## src/rtl/uart_packet_rx_if.sv

```systemverilog
// uart_packet_rx_if
//   Groups the byte-stream input and the packet output of uart_packet_rx.
//   master : byte source / packet consumer (drives byte_valid, byte_in)
//   slave  : the packet receiver (drives the pkt_* outputs and busy)
//   Signals:
//     byte_valid  1-cycle strobe, byte_in valid
//     byte_in     received byte (DBITS)
//     pkt_data    assembled payload, first byte in the MSB slot (DBITS*MAX_LEN)
//     pkt_len     payload length of the last good packet
//     pkt_valid   1-cycle pulse, pkt_data/pkt_len updated
//     pkt_err     1-cycle pulse, frame dropped
//     err_code    01 bad LEN, 10 checksum mismatch, 11 timeout (holds)
//     busy        receiver is inside a frame
interface uart_packet_rx_if #(
  parameter int DBITS   = 8,
  parameter int MAX_LEN = 4
) ();
  logic                     byte_valid;
  logic [DBITS-1:0]         byte_in;
  logic [DBITS*MAX_LEN-1:0] pkt_data;
  logic [7:0]               pkt_len;
  logic                     pkt_valid;
  logic                     pkt_err;
  logic [1:0]               err_code;
  logic                     busy;

  modport master (
    output byte_valid, byte_in,
    input  pkt_data, pkt_len, pkt_valid, pkt_err, err_code, busy
  );

  modport slave (
    input  byte_valid, byte_in,
    output pkt_data, pkt_len, pkt_valid, pkt_err, err_code, busy
  );
endinterface

```

## src/rtl/uart_packet_rx.sv

```systemverilog
// uart_packet_rx
//   Turns a received UART byte stream into checked packets.
//   Frame: SYNC, LEN, LEN payload bytes, CSUM where
//   CSUM = (LEN + payload bytes) mod 2**DBITS.
//   Ports:
//     clk_100MHz  system clock
//     reset       asynchronous, active-high reset
//     bus         uart_packet_rx_if.slave (byte input, packet output, busy)
//   All packet outputs are registered; pkt_valid / pkt_err pulse one cycle
//   after the byte that decides the frame. A mid-frame gap of TO_CYCLES
//   cycles drops the frame with a timeout error.
module uart_packet_rx #(
  parameter int               DBITS     = 8,
  parameter int               MAX_LEN   = 4,
  parameter logic [DBITS-1:0] SYNC      = 8'hA5,
  parameter int               TO_CYCLES = 100000,
  parameter int               TO_BITS   = 17
) (
  input  logic             clk_100MHz,
  input  logic             reset,
  uart_packet_rx_if.slave  bus
);

  localparam int PW = DBITS * MAX_LEN;
  localparam logic [TO_BITS-1:0] TO_LAST = TO_BITS'(TO_CYCLES - 1);

  typedef enum logic [1:0] {
    S_IDLE    = 2'd0,
    S_LEN     = 2'd1,
    S_PAYLOAD = 2'd2,
    S_CSUM    = 2'd3
  } state_e;

  state_e             state_q,     state_d;
  logic [7:0]         len_q,       len_d;
  logic [DBITS-1:0]   sum_q,       sum_d;
  logic [7:0]         idx_q,       idx_d;
  logic [PW-1:0]      shadow_q,    shadow_d;
  logic [TO_BITS-1:0] cnt_q,       cnt_d;
  logic [PW-1:0]      pkt_data_q,  pkt_data_d;
  logic [7:0]         pkt_len_q,   pkt_len_d;
  logic               pkt_valid_q, pkt_valid_d;
  logic               pkt_err_q,   pkt_err_d;
  logic [1:0]         err_code_q,  err_code_d;

  logic               len_ok_s;

  assign len_ok_s = (bus.byte_in != {DBITS{1'b0}}) &&
                    (bus.byte_in <= DBITS'(MAX_LEN));

  // Next-state and output logic for the frame FSM and its datapath.
  always_comb begin
    state_d     = state_q;
    len_d       = len_q;
    sum_d       = sum_q;
    idx_d       = idx_q;
    shadow_d    = shadow_q;
    cnt_d       = cnt_q;
    pkt_data_d  = pkt_data_q;
    pkt_len_d   = pkt_len_q;
    pkt_valid_d = 1'b0;
    pkt_err_d   = 1'b0;
    err_code_d  = err_code_q;

    // Inter-byte gap counter: only runs while waiting inside a frame.
    if (state_q == S_IDLE || bus.byte_valid) begin
      cnt_d = {TO_BITS{1'b0}};
    end else begin
      cnt_d = cnt_q + TO_BITS'(1);
    end

    // A byte arriving on the expiry cycle takes priority over the timeout.
    if (bus.byte_valid) begin
      case (state_q)
        S_IDLE: begin
          if (bus.byte_in == SYNC) begin
            state_d = S_LEN;
          end else begin
            state_d = S_IDLE;
          end
        end
        S_LEN: begin
          if (len_ok_s) begin
            len_d    = 8'(bus.byte_in);
            sum_d    = bus.byte_in;
            idx_d    = 8'd0;
            shadow_d = {PW{1'b0}};
            state_d  = S_PAYLOAD;
          end else begin
            pkt_err_d  = 1'b1;
            err_code_d = 2'b01;
            state_d    = S_IDLE;
          end
        end
        S_PAYLOAD: begin
          // Slot 0 is the MSB byte of the packed word.
          for (int k = 0; k < MAX_LEN; k++) begin
            if (idx_q == 8'(k)) begin
              shadow_d[PW-1-DBITS*k -: DBITS] = bus.byte_in;
            end else begin
              shadow_d[PW-1-DBITS*k -: DBITS] = shadow_q[PW-1-DBITS*k -: DBITS];
            end
          end
          sum_d = sum_q + bus.byte_in;
          idx_d = idx_q + 8'd1;
          if ((idx_q + 8'd1) == len_q) begin
            state_d = S_CSUM;
          end else begin
            state_d = S_PAYLOAD;
          end
        end
        S_CSUM: begin
          if (bus.byte_in == sum_q) begin
            pkt_valid_d = 1'b1;
            pkt_data_d  = shadow_q;
            pkt_len_d   = len_q;
          end else begin
            pkt_err_d  = 1'b1;
            err_code_d = 2'b10;
          end
          state_d = S_IDLE;
        end
        default: begin
          state_d = S_IDLE;
        end
      endcase
    end else if (state_q != S_IDLE && cnt_q == TO_LAST) begin
      pkt_err_d  = 1'b1;
      err_code_d = 2'b11;
      state_d    = S_IDLE;
    end else begin
      state_d = state_q;
    end
  end

  // State and datapath registers with asynchronous reset.
  always_ff @(posedge clk_100MHz or posedge reset) begin
    if (reset) begin
      state_q     <= S_IDLE;
      len_q       <= 8'd0;
      sum_q       <= {DBITS{1'b0}};
      idx_q       <= 8'd0;
      shadow_q    <= {PW{1'b0}};
      cnt_q       <= {TO_BITS{1'b0}};
      pkt_data_q  <= {PW{1'b0}};
      pkt_len_q   <= 8'd0;
      pkt_valid_q <= 1'b0;
      pkt_err_q   <= 1'b0;
      err_code_q  <= 2'b00;
    end else begin
      state_q     <= state_d;
      len_q       <= len_d;
      sum_q       <= sum_d;
      idx_q       <= idx_d;
      shadow_q    <= shadow_d;
      cnt_q       <= cnt_d;
      pkt_data_q  <= pkt_data_d;
      pkt_len_q   <= pkt_len_d;
      pkt_valid_q <= pkt_valid_d;
      pkt_err_q   <= pkt_err_d;
      err_code_q  <= err_code_d;
    end
  end

  assign bus.pkt_data  = pkt_data_q;
  assign bus.pkt_len   = pkt_len_q;
  assign bus.pkt_valid = pkt_valid_q;
  assign bus.pkt_err   = pkt_err_q;
  assign bus.err_code  = err_code_q;
  assign bus.busy      = (state_q != S_IDLE);

endmodule
```

## src/flat_wrapper.sv

```systemverilog
// flat-port wrapper written by rule: the top's interface ports become plain ports
module uart_packet_rx_flat 
#(
  parameter int               DBITS     = 8,
  parameter int               MAX_LEN   = 4,
  parameter logic [DBITS-1:0] SYNC      = 8'hA5,
  parameter int               TO_CYCLES = 100000,
  parameter int               TO_BITS   = 17
)
  (clk_100MHz, reset, bus_byte_valid, bus_byte_in, bus_pkt_data, bus_pkt_len, bus_pkt_valid, bus_pkt_err, bus_err_code, bus_busy);
  uart_packet_rx_if #(.DBITS(DBITS), .MAX_LEN(MAX_LEN)) bus_i ();
  input  logic clk_100MHz;
  input  logic reset;
  input wire logic [$bits(bus_i.byte_valid)-1:0] bus_byte_valid;
  input wire logic [$bits(bus_i.byte_in)-1:0] bus_byte_in;
  output wire logic [$bits(bus_i.pkt_data)-1:0] bus_pkt_data;
  output wire logic [$bits(bus_i.pkt_len)-1:0] bus_pkt_len;
  output wire logic [$bits(bus_i.pkt_valid)-1:0] bus_pkt_valid;
  output wire logic [$bits(bus_i.pkt_err)-1:0] bus_pkt_err;
  output wire logic [$bits(bus_i.err_code)-1:0] bus_err_code;
  output wire logic [$bits(bus_i.busy)-1:0] bus_busy;
  assign bus_i.byte_valid = bus_byte_valid;
  assign bus_i.byte_in = bus_byte_in;
  assign bus_pkt_data = bus_i.pkt_data;
  assign bus_pkt_len = bus_i.pkt_len;
  assign bus_pkt_valid = bus_i.pkt_valid;
  assign bus_pkt_err = bus_i.pkt_err;
  assign bus_err_code = bus_i.err_code;
  assign bus_busy = bus_i.busy;
  uart_packet_rx #(.DBITS(DBITS), .MAX_LEN(MAX_LEN), .SYNC(SYNC), .TO_CYCLES(TO_CYCLES), .TO_BITS(TO_BITS)) u_core (.clk_100MHz(clk_100MHz), .reset(reset), .bus(bus_i));
endmodule
```

## config.mk

```make
export PLATFORM = sky130hd
export DESIGN_NAME = uart_packet_rx_flat
export DESIGN_NICKNAME = d
export VERILOG_FILES = /design/src/rtl/uart_packet_rx_if.sv /design/src/rtl/uart_packet_rx.sv /design/src/flat_wrapper.sv
export SDC_FILE = /design/constraint.sdc
export NUM_CORES = 1
export LEC_CHECK = 0
export BUFFER_PORTS_ARGS = -buffer_cell sky130_fd_sc_hd__buf_2
export CORE_MARGIN = 4
export CORE_UTILIZATION = 59
export CTS_BUF_LIST = sky130_fd_sc_hd__clkbuf_16
export DETAILED_ROUTE_END_ITERATION = 8
export GPL_TIMING_DRIVEN = 0
export PLACE_DENSITY = 0.89
export SETUP_SLACK_MARGIN = 0.15
export SLEW_MARGIN = 10
export SYNTH_ARGS = -nofsm -noshare
export SYNTH_HDL_FRONTEND = slang
export SYNTH_SLANG_ARGS = --single-unit
```

## constraint.sdc

```tcl
create_clock -name clk_100MHz -period 4.9 [get_ports clk_100MHz]
set_clock_uncertainty 0.2 [all_clocks]
set_input_delay 0.49 -clock clk_100MHz [delete_from_list [all_inputs] [get_ports clk_100MHz]]
set_output_delay 0.49 -clock clk_100MHz [all_outputs]
set_load 0.005 [all_outputs]
```

# --- Word-level counts from Yosys, hierarchy flattened ---
# Index checks and enable logic that the tools add are counted.
word_totals:
  reg_bits: 119
  inputBits: 11
  out_inout_bits: 45
  word_cells: 83
op_classes:
  addsub: 3
  n_lt_le_gt_ge: 1
  eq_ne: 18
  mux: 30
  reduce_logical: 17
op_table:
  columns: ["cell", "count"]
  rows:
  - ["$pmux 32 s2", 1]
  - ["$mux 8", 6]
  - ["$mux 32", 1]
  - ["$pmux 8 s2", 2]
  - ["$reduce_and 4->1", 5]
  - ["$add 17x1->17 const B", 1]
  - ["$eq 17x17->1 const B", 1]
  - ["$mux 17", 1]
  - ["$eq 8x2->1 const B", 2]
  - ["$eq 8x8->1", 2]
  - ["$mux 2", 7]
  - ["$ne 2x1->1 const B", 5]
  - ["$mux 1", 9]
  - ["$reduce_and 3->1", 3]
  - ["$add 8x1->8 const B", 1]
  - ["$add 8x8->8", 1]
  - ["$eq 8x1->1 const B", 1]
  - ["$eq 8x8->1 const B", 1]
  - ["$le 8x3->1 const B", 1]
  - ["$logic_not 8->1", 1]
  - ["$pmux 2 s4", 1]
  - ["$reduce_bool 8->1", 1]
  - ["$ne 3x3->1 const B", 2]
  - ["$reduce_bool 2->1", 3]
  - ["other kinds (8)", 10]

# --- Depth between registers and ports, before layout ---
# Gate-level depths: netlist (run 1).
depth:
  ltp_word: 5
  depth_mapped: 8
  ltp_nobuf: 8

# --- Worst setup path after synthesis (run 1) ---
# Ideal clock, no wire load.
synth_timing:
  path_type: "input-to-reg"
  startpoint: "in bus_byte_in[5]"
  endpoint: "reg u_core.pkt_data_q[0] (netlist: u_core.bus.pkt_data[0])"
  setup_ps: 125
  t_arrival_ps: 2103
  required_time_ps: 4575
  slack_ps: 2473
  cell_stages: 6
  n_path_buf: 1
  path_cell_list: "ha_1 -> nor4_1 -> nand3_1 -> nor2_1 -> buf_2 -> mux2_2"
synth_via:
  elab_chain_len: 2
synth_lines:
  columns: ["item", "line", "source"]
  rows:
  - ["start: declaration", "flat_wrapper.sv:15", "input wire logic [$bits(bus_i.byte_in)-1:0] bus_byte_in;"]
  - ["$eq 8x8->1", "uart_packet_rx.sv:113", "if (bus.byte_in == sum_q) begin"]
  - ["$reduce_and 3->1 (no line)", null, null]
  - ["end signal: assignment", "uart_packet_rx.sv:145", "pkt_data_q <= {PW{1'b0}};"]
  - ["end signal: assignment", "uart_packet_rx.sv:157", "pkt_data_q <= pkt_data_d;"]
  - ["end: declaration", "uart_packet_rx.sv:40", "logic [PW-1:0] pkt_data_q, pkt_data_d;"]
# No other way between the ends.
# A chain may end at the register's enable or synchronous reset.

# --- Worst setup path in the final report (run 1) ---
layout_timing:
  startpoint: "reg u_core.sum_q[5]"
  endpoint: "reg u_core.pkt_data_q[13] (netlist: u_core.bus.pkt_data[13])"
layout_via:
  elab_chain_len: 2
layout_lines:
  columns: ["item", "line", "source"]
  rows:
  - ["start: declaration", "uart_packet_rx.sv:36", "logic [DBITS-1:0] sum_q, sum_d;"]
  - ["start signal: assignment", "uart_packet_rx.sv:141", "sum_q <= {DBITS{1'b0}};"]
  - ["start signal: assignment", "uart_packet_rx.sv:153", "sum_q <= sum_d;"]
  - ["$eq 8x8->1", "uart_packet_rx.sv:113", null]
  - ["$reduce_and 3->1 (no line)", null, null]
# No other way between the ends.

==> results of run 1 <==
kinds of logic after synthesis:
logic type               Yosys count  synth area share
flip-flops                       119             0.529
multiplexers                      79             0.157
buffers and inverters             31            0.0238
adder cells (fa/ha/maj)           17            0.0391
AND/OR/NAND/NOR                  123             0.120
XOR/XNOR                          23            0.0358
AO/OA/AOI/OAI                     69            0.0955
placed cells by master (no fill, tap or decap), types with 3 or more instances in the layout:
master / n
mux2_2: 72
o21a_1: 6
and3_1: 5
nor3b_1: 3
and2_1: 13
clkinv_2: 3
xor2_1: 11
or3_1: 4
clkbuf_1: 6
dfrtp_1: 119
inv_1: 21
a22o_1: 6
ha_1: 16
buf_2: 61
o21ai_0: 13
nor2_1: 27
nor3_1: 8
xnor2_1: 12
nand2_1: 18
o2111ai_1: 4
a21o_1: 3
nand3_1: 20
a211oi_1: 3
nor2b_1: 5
a21oi_1: 10
nand2_2: 4
mux2i_1: 5
and4_1: 3
bufinv_16: 4
a21oi_4: 4
clkbuf_16: 17
worst register-to-register path: stages, from the launching register on:
cell and delay [ns]:
dfrtp_1 0.38, ha_1 0.37, nor4_1 0.30, nand3_1 0.19
nor2_1 0.46, buf_2 0.36, mux2_2 0.41
per-stage QoR:
| stage | setup TNS (ns) | instances |
|---|---|---|
| 6_report | 0 | 678 |
| 5_1_grt | 0 | 678 |
| 4_1_cts | 0 | 678 |
| 3_5_place_dp | 0 | 645 |
| 3_3_place_gp | -5.31 | 644 |
| 2_1_floorplan | 0 | 461 |
layout make-up:
class,count,area [um2]
buffer,15,73.8
sequential,119,2980
multi-input combinational,311,2520
clock buffer,17,425
tap,129,161
timing repair buffer,56,308
inverter,16,65.1
fill,607,2580
clock inverter,15,173
state kept, by name (all words and copies together), names as in the netlist, 2 cells and up:
signal               count
u_core.shadow_q         32
u_core.idx_q             8
u_core.bus.pkt_data     32
u_core.cnt_q            17
u_core.bus.pkt_len       8
u_core.bus.err_code      2
u_core.state_q           2
u_core.sum_q             8
u_core.len_q             8
report_power, final:
part | leakage (nW) | internal, mW | switching, mW
Sequential | 1.62 | 1.03 | 0.0330
Clock | 0.310 | 0.835 | 0.421
Combinational | 1.38 | 0.113 | 0.156
worst paths after layout:
| kind | startpoint | to | slack [ns] | cells past startpoint |
|---|---|---|---|---|
| worst max-delay path | u_core.sum_q[5] | u_core.bus.pkt_data[13] | 2.12 | 6 |
| worst min-delay path | bus_byte_in[0] | u_core.len_q[0] | 0.25 | 2 |
| worst max register to register | u_core.sum_q[5] | u_core.bus.pkt_data[13] | 2.12 | 6 |
| worst min register to register | u_core.cnt_q[0] | u_core.cnt_q[0] | 0.28 | 1 |
| max in group asynchronous | reset | u_core.bus.pkt_len[7] | 3.29 | 4 |
| min in group asynchronous | reset | u_core.bus.pkt_data[20] | 0.51 | 3 |
routing by layer:
metal | GRT usage | vias to the layer above | routed length (um)
met4 | 0.112 | 0 | 346
met1 | 0.306 | 2042 | 5330
li1 | - | 1805 | -
met5 | 0 | - | 0
met2 | 0.425 | 178 | 6790
met3 | 0.0686 | 37 | 831
==> flow_summary_export.csv, run 1 <==
group,metric,value,unit
synth,synth.distinct_cells,60,
worst_setup_path,path_buf_inv,1,
clocking,clk_latency,0.41,ns
worst_setup_path,path_max_fanout,10,
synth,synth_most_common_cell,"dfrtp_1",
die,fp.dieW,106,um
synth,synth_flop_cell,"dfrtp_1",
worst_setup_path,cp_slowest_cell,"nor2_1",
die,fp.dieArea,11200,um2
placement,place_congestion,0.931,
synth,avgSynthCellArea,12.2,um2
route,detail-route-antenna-nets,0,
synth,synth_seq_cells,119,
clocking,ctsHoldBuffers,1,
cells_and_area,drive_gt1_frac,0.324,
global_routing,track_usage,0.253,
route,drc,0,
sta,rsz0062_at_grt,"no",
clocking,clock-sinks,119,
power_and_ir_drop,p_leak,3.31,nW
hold_path,hold_path_class,"input port to register",
die,num_rows,35,
die,initial_utilization,0.607,
cells_and_area,finalInstanceArea,6700,um2
synth,synth_nets,489,
worst_setup_path,cp_data_arrival_time,2.86,ns
synth,netlist_top_cells_area,"dfrtp_1 (53%), mux2_2 (14%), ha_1 (3.6%)",
synth,syn_area,5630,um2
sta,setup_viol,0,
placement,pre_cts_slack,1.89,ns
synth,ys_warn_count,0,
placement,placed_area,6100,um2
sta,hold_viol,0,
sta,timing.final.ws_setup,2.12,ns
route,wl_per_cell,19.6,um
status,status,"finished clean",
cells_and_area,syn_to_final_growth,19.0,%
route,vias,4062,
clocking,cts_resized,0,
job,drv_cap,0,
sta,tightest_slew,0.668,ns
power_and_ir_drop,total_power,2.58,mW
cells_and_area,diodes,0,
power_and_ir_drop,power_density,385,nW/um2
global_routing,grt_first_pass_wirelength,21800,um
worst_setup_path,max_stage_delay,0.46,ns
clocking,cts-root-buf,"clkbuf_16",
worst_setup_path,start_kind,"register",
sta,whs,0.247,ns
route,vias_per_cell,5.99,
worst_setup_path,path_cells,"ha_1 > nor4_1 > nand3_1 > nor2_1 > buf_2 > mux2_2",
sta,period_share,0.567,
clocking,clk_path_buf_depth,2,
worst_setup_path,cp.required,4.99,ns
cells_and_area,post-route-util,0.722,
clocking,post-cts-setup-buffers,0,
clocking,tritoncts,"built",
clocking,cts.clk_slew.worst_paths,0.06,ns
global_routing,antenna_found_initial,0,
clocking,cts_buffers,17,
sta,timing.slew.headroom,0.555,
die,coreArea,9280,um2
worst_setup_path,crit_family,"simple AND/OR/NAND/NOR gates",
synth,synthArstFlopShare,1.00,
synth,synth_seq_area_share,0.529,
global_routing,grt_max_degree,63,
synth,yosys.area.top_type,"dfrtp_1",
die,io_pins,56,
die,fp.dieH,106,um
worst_setup_path,crit_type,"register to register",
route,drt-total-wl,13300,um
placement,dp_hpwl,8760,um
global_routing,grt_pass1_vias,4236,
placement,placement.io_buffers,54,
synth,synth_top_cells_by_count,"dfrtp_1 (119), mux2_2 (72), nor2_1 (27)",
synth,synth_top_area_share,0.529,
sta,slew_viol_final,0,
synth,synth_edf_count,0,
route,drtIter0Drc,280,
power_and_ir_drop,peakVddDrop,0.259,mV
global_routing,grt_overflow,0,
worst_setup_path,endpoint_kind,"register",
sta,timing.fmax,0.360,GHz
sta,min_period,2.78,ns
cells_and_area,fin_nets,564,
synth,synthCells,461,
route,drt-pass1-iter-count,6,
clocking,cts-htree-levels,4,
Note: power is estimated with default switching activity, not from simulation.
==> run 2: changes to the inputs <==
--- a/config.mk
+++ b/config.mk
@@ -7,11 +7,11 @@
 export LEC_CHECK = 0
 export BUFFER_PORTS_ARGS = -buffer_cell sky130_fd_sc_hd__buf_2
 export CORE_MARGIN = 4
-export CORE_UTILIZATION = 59
+export CORE_UTILIZATION = 53
 export CTS_BUF_LIST = sky130_fd_sc_hd__clkbuf_16
 export DETAILED_ROUTE_END_ITERATION = 8
 export GPL_TIMING_DRIVEN = 0
-export PLACE_DENSITY = 0.89
+export PLACE_DENSITY = 0.85
 export SETUP_SLACK_MARGIN = 0.15
 export SLEW_MARGIN = 10
 export SYNTH_ARGS = -nofsm -noshare
==> constraint.sdc (replaced) <==
create_clock -name clk_100MHz -period 2.4 [get_ports clk_100MHz]
set_clock_uncertainty 0.2 [all_clocks]
set_input_delay 0.24 -clock clk_100MHz [delete_from_list [all_inputs] [get_ports clk_100MHz]]
set_output_delay 0.24 -clock clk_100MHz [all_outputs]
set_load 0.005 [all_outputs]
==> run 2 against run 1 <==
Against the previous run:
- the run now ends with setup timing left
- utilization grew 0.91 points
- combinational power grew to 2.8 times the previous value
- flip-flop and latch count is the same
- global-route usage grew 2.1 points
==> flow_summary_export.csv, run 2 (same netlist as run 1, synthesis figures left out) <==
group,metric,value,unit
clocking,cts-htree-levels,4,
placement,placement.io_buffers,54,
route,vias_per_cell,6.60,
worst_setup_path,cp.required,2.50,ns
sta,slew_viol_final,0,
placement,place_congestion,0.892,
clocking,clk_latency,0.42,ns
worst_setup_path,start_kind,"register",
route,drc,0,
sta,period_share,1.01,
cells_and_area,diodes,0,
die,io_pins,56,
route,drt-total-wl,19500,um
worst_setup_path,crit_type,"register to register",
global_routing,grt_max_degree,35,
worst_setup_path,rr_endpoint,"u_core.shadow_q[15]",
sta,setup_viol,7,
die,num_rows,37,
clocking,cts.clk_slew.worst_paths,0.06,ns
sta,whs,0.0508,ns
route,drt-pass1-iter-count,7,
sta,tightest_slew,0.756,ns
clocking,clock-sinks,119,
sta,timing.slew.headroom,0.495,
hold_path,hold_path_startpoint,"bus_byte_in[0]",
worst_setup_path,r2r_slack,-0.02,ns
status,violations,"setup timing",
clocking,cts_buffers,17,
power_and_ir_drop,peakVddDrop,0.570,mV
worst_setup_path,rr_startpoint,"u_core.idx_q[5]",
global_routing,grt_overflow,0,
die,fp.dieW,111,um
cells_and_area,syn_to_final_growth,34.0,%
job,drv_cap,0,
placement,dp_hpwl,9170,um
die,fp.dieArea,12300,um2
global_routing,track_usage,0.274,
status,status,"complete, but fails checks",
cells_and_area,multi_input_area,2970,um2
global_routing,grt_first_pass_wirelength,26100,um
cells_and_area,mostFrequentLayoutCells,"dfrtp_1 (114), mux2_4 (72), buf_2 (55)",
die,fp.dieH,111,um
worst_setup_path,rr_worst_depth,8,
sta,timing.fmax,0.414,GHz
clocking,clk_path_buf_depth,2,
power_and_ir_drop,power_density,714,nW/um2
worst_setup_path,cp_data_arrival_time,2.51,ns
sta,timing.final.ws_setup,-0.0157,ns
die,coreArea,10300,um2
worst_setup_path,path_max_fanout,8,
global_routing,grt_pass1_vias,4737,
cells_and_area,fillers,573,
hold_path,hold_path_class,"input port to register",
route,vias,4683,
clocking,cts-root-buf,"clkbuf_16",
hold_path,holdPathStages,2,
clocking,tritoncts,"built",
cells_and_area,fin_nets,592,
sta,hold_viol,0,
cells_and_area,drive_gt1_frac,0.413,
hold_path,whs_endpoint,"u_core.len_q[0]",
route,detail-route-antenna-nets,0,
cells_and_area,layout_commonest_cell,"dfrtp_1",
power_and_ir_drop,p_leak,3.54,nW
sta,min_period,2.42,ns
cells_and_area,seq_area,2980,um2
route,drtIter0Drc,696,
die,initial_utilization,0.546,
worst_setup_path,endpoint_kind,"register",
global_routing,antenna_found_initial,0,
sta,rsz0062_at_grt,"yes",
sta,finalSetupTns,-0.0559,ns
route,wl_per_cell,27.4,um
## run 2: cell types whose count changed in the layout (fill, tap and decap cells not counted), moves of 4 or more
cell / delta
ha_1: -10
buf_12: +9
ha_2: +4
buf_4: +10
buf_6: +8
inv_1: -6
ha_4: +6
dfrtp_2: +5
dfrtp_1: -5
mux2_4: +72
mux2_2: -70
clkbuf_16: +4
buf_2: -6
## run 2: worst max-delay path, cell delays in order (launching register included)
cell and delay (ns):
dfrtp_1 0.37, buf_6 0.11, or4_4 0.50, nor3_4 0.23
buf_4 0.18, nand2_4 0.06, a21oi_4 0.15, buf_12 0.17
mux2_4 0.31
## run 2: cell type report
| class | instances | share of cell area |
|---|---|---|
| clock inverter | 12 | 0.0152 |
| tap | 136 | 0.0225 |
| inverter | 16 | 0.00845 |
| sequential | 119 | 0.395 |
| multi-input combinational | 311 | 0.393 |
| clock buffer | 17 | 0.0564 |
| timing repair buffer | 84 | 0.0900 |
| buffer | 15 | 0.0191 |
## run 2: how the worst max path moves through the flow
stage                                from  cells past startpoint                      end  slack [ns]
after floorplan           u_core.idx_q[5]                      6       u_core.shadow_q[0]        0.19
after global placement     bus_byte_in[5]                      7   u_core.bus.pkt_data[7]       -0.18
after detailed placement   bus_byte_in[5]                      7  u_core.bus.pkt_data[24]       -0.25
after CTS                 u_core.idx_q[5]                      7      u_core.shadow_q[16]        0.01
after global routing      u_core.idx_q[5]                      7      u_core.shadow_q[16]        -0.1
final                     u_core.idx_q[5]                      8      u_core.shadow_q[15]       -0.02
## run 2: what timing repair did
item,4_1_cts,5_1_grt
endpoints found under the hold margin,30,0
buffers inserted,13,7
hold buffers,2,0
gates cloned,1,4
setup endpoints to repair,88,101
pin swaps,11,5
resized for setup,66,80
## run 2: per-stage QoR
| stage | power, mW | setup slack [ns] | area, um2 | util | std cells |
|---|---|---|---|---|---|
| CTS | 5.16 | 0.0111 | 7100 | 0.688 | 699 |
| floorplan | 2.59 | 0.194 | 5640 | - | 461 |
| global route | 5.54 | -0.0983 | 7550 | 0.731 | 710 |
| global placement | 2.68 | -0.176 | 6080 | 0.589 | 651 |
| detailed placement | 2.73 | -0.251 | 6140 | 0.595 | 654 |
| finish | 5.39 | -0.0157 | 7550 | 0.731 | 710 |
## run 2: power by group
part / total [mW] / internal [mW] / switching [mW]
registers: 2.19 / 2.10 / 0.0910
logic: 0.767 / 0.350 / 0.417
clock network: 2.43 / 1.49 / 0.945
total: 5.39 / 3.93 / 1.45
## run 2: routing by layer
layer	share of wire	up-vias	GRT usage
met5	0	-	0
met4	0.077	0	0.168
met3	0.086	134	0.0731
met2	0.49	369	0.450
met1	0.35	2322	0.321
li1	-	1858	-
==> run 3: changes to the inputs <==
--- a/config.mk
+++ b/config.mk
@@ -10,7 +10,6 @@
 export CORE_UTILIZATION = 53
 export CTS_BUF_LIST = sky130_fd_sc_hd__clkbuf_16
 export DETAILED_ROUTE_END_ITERATION = 8
-export GPL_TIMING_DRIVEN = 0
 export PLACE_DENSITY = 0.85
 export SETUP_SLACK_MARGIN = 0.15
 export SLEW_MARGIN = 10
==> run 3 against run 2 <==
Against the previous run:
- the run now ends clean
- critical path depth is the same
- routed wire length shrank 9.1%
- worst hold slack lost 0.0076 ns
- cell count grew 0.85%
- fmax grew 1.4%
- register-to-register slack gained 0.03 ns
- flip-flop and latch count is the same
- utilization shrank 1.3 points
- combinational power shrank 2%
- via count shrank 2.5%
- non-clock buffer count grew 3
- power grew 0.29%
==> flow_summary_export.csv, run 3 (same netlist as run 1, synthesis figures left out) <==
group,metric,value,unit
worst_setup_path,crit_type,"register to register",
clocking,cts-htree-levels,4,
placement,placed_area,6230,um2
clocking,cts-root-buf,"clkbuf_16",
route,detail-route-antenna-nets,0,
power_and_ir_drop,peakVddDrop,0.692,mV
sta,timing.fmax,0.420,GHz
global_routing,grt_max_degree,56,
sta,period_share,0.993,
route,drt-total-wl,17700,um
die,fp.dieArea,12300,um2
clocking,cts_buffers,17,
global_routing,track_usage,0.256,
die,fp.dieW,111,um
global_routing,antenna_found_initial,0,
status,status,"finished clean",
global_routing,grt_overflow,0,
die,initial_utilization,0.546,
cells_and_area,diodes,0,
sta,min_period,2.38,ns
worst_setup_path,cp.required,2.51,ns
clocking,cts.clk_slew.worst_paths,0.06,ns
worst_setup_path,startpoint,"u_core.sum_q[6]",
worst_setup_path,rr_startpoint,"u_core.sum_q[6]",
cells_and_area,post-route-util,0.718,
power_and_ir_drop,power.switching_fraction,0.267,
route,drt-pass1-iter-count,5,
cells_and_area,finalInstanceArea,7410,um2
sta,setup_viol,0,
clocking,clock-sinks,119,
worst_setup_path,cp_data_arrival_time,2.50,ns
cells_and_area,syn_to_final_growth,31.6,%
global_routing,grt_first_pass_wirelength,24900,um
job,drv_cap,0,
worst_setup_path,path_max_fanout,4,
hold_path,hold_path_startpoint,"bus_byte_in[0]",
sta,tightest_slew,0.692,ns
power_and_ir_drop,p_sw,1.44,mW
cells_and_area,multi_input_area,2820,um2
cells_and_area,seq_area,2980,um2
clocking,clk_path_buf_depth,2,
die,fp.dieH,111,um
cells_and_area,fin_nets,595,
clocking,clk_latency,0.43,ns
sta,timing.slew.headroom,0.537,
sta,rsz0062_at_grt,"yes",
clocking,tritoncts,"built",
power_and_ir_drop,p_comb_frac,0.139,
worst_setup_path,cp_slowest_cell,"dfrtp_1",
hold_path,hold_path_class,"input port to register",
die,coreArea,10300,um2
cells_and_area,mostFrequentLayoutCells,"dfrtp_1 (118), buf_2 (55), mux2_4 (48)",
route,vias,4566,
route,wl_per_cell,24.7,um
sta,hold_viol,0,
die,num_rows,37,
route,drtIter0Drc,569,
global_routing,grt_pass1_vias,4594,
die,io_pins,56,
cells_and_area,drive_gt1_frac,0.403,
worst_setup_path,endpoint_kind,"register",
placement,placement.io_buffers,55,
sta,slew_viol_final,0,
worst_setup_path,path_cells,"ha_4 > nor4_4 > nand3_2 > nor2_4 > buf_6 > buf_12 > clkbuf_16 > mux2_4",
power_and_ir_drop,power_density,729,nW/um2
placement,dp_hpwl,9010,um
worst_setup_path,start_kind,"register",
placement,place_congestion,0.893,
route,drc,0,
power_and_ir_drop,p_clk_frac,0.458,
cells_and_area,layout_commonest_cell,"dfrtp_1",
power_and_ir_drop,seqPwrFrac,0.403,
cells_and_area,fillers,620,
power_and_ir_drop,internal_power,3.96,mW
route,vias_per_cell,6.38,
power_and_ir_drop,p_leak,3.55,nW
worst_setup_path,max_stage_delay,0.41,ns
[run 3: timing repair]
action	4_1_cts	5_1_grt
pin swaps	6	13
setup endpoints to repair	69	89
gates resized for setup	14	59
cloned	2	2
endpoints found under the hold margin	28	0
setup buffers	13	4
hold buffers	2	0
[run 3: path summary, 6_finish.rpt]
kind                       slack (ns)                endpoint  cells past startpoint
min in group asynchronous        0.26     u_core.shadow_q[13]                      3
min                              0.04         u_core.sum_q[0]                      3
max                              0.02  u_core.bus.pkt_data[7]                      8
min reg2reg                      0.30         u_core.cnt_q[0]                      1
max reg2reg                      0.02  u_core.bus.pkt_data[7]                      8
max in group asynchronous        0.99         u_core.idx_q[2]                      4
[run 3: layout make-up]
class	instances	share of cell area
flip-flops and latches	119	0.402
clock inverters	15	0.0189
well taps	136	0.0230
multi-input cells	311	0.381
clock buffers	17	0.0574
inverters	16	0.00861
repair buffers	102	0.109
[run 3: worst max-delay path: cells and delay by family (launching register included)]
family,cells,cell delay (ns)
buffers and inverters,3,0.40
multiplexers,1,0.32
adder cells (fa/ha/maj),1,0.27
flip-flops,1,0.41
AND/OR/NAND/NOR,3,0.67
[run 3: power groups by stage]
stage	clock (mW)	combinational [mW]	sequential [mW]
2_1_floorplan	0	0.416	2.17
3_3_place_gp	0	0.552	2.18
3_5_place_dp	0	0.581	2.19
4_1_cts	2.44	0.666	2.17
5_1_grt	2.59	0.810	2.18
6_report	2.48	0.749	2.18
[run 3: metal layers]
metal | share of wire | wire length (um) | global-route usage
met3 | 0.071 | 1260 | 0.0748
met2 | 0.48 | 8500 | 0.411
met4 | 0.069 | 1220 | 0.118
met1 | 0.38 | 6730 | 0.320
met5 | 0 | 0 | 0
[run 3: through the flow]
| step | setup slack (ns) | TNS, ns | instances | power [mW] | hold slack [ns] |
|---|---|---|---|---|---|
| detailed placement | 0.0609 | 0 | 661 | 2.77 | 0.169 |
| global placement | 0.100 | 0 | 661 | 2.74 | 0.156 |
| floorplan | 0.194 | 0 | 461 | 2.59 | 0.191 |
| CTS | 0.119 | 0 | 710 | 5.27 | 0.00222 |
| finish | 0.0167 | 0 | 716 | 5.40 | 0.0432 |
| global route | -0.0366 | -0.359 | 716 | 5.58 | 0.0518 |
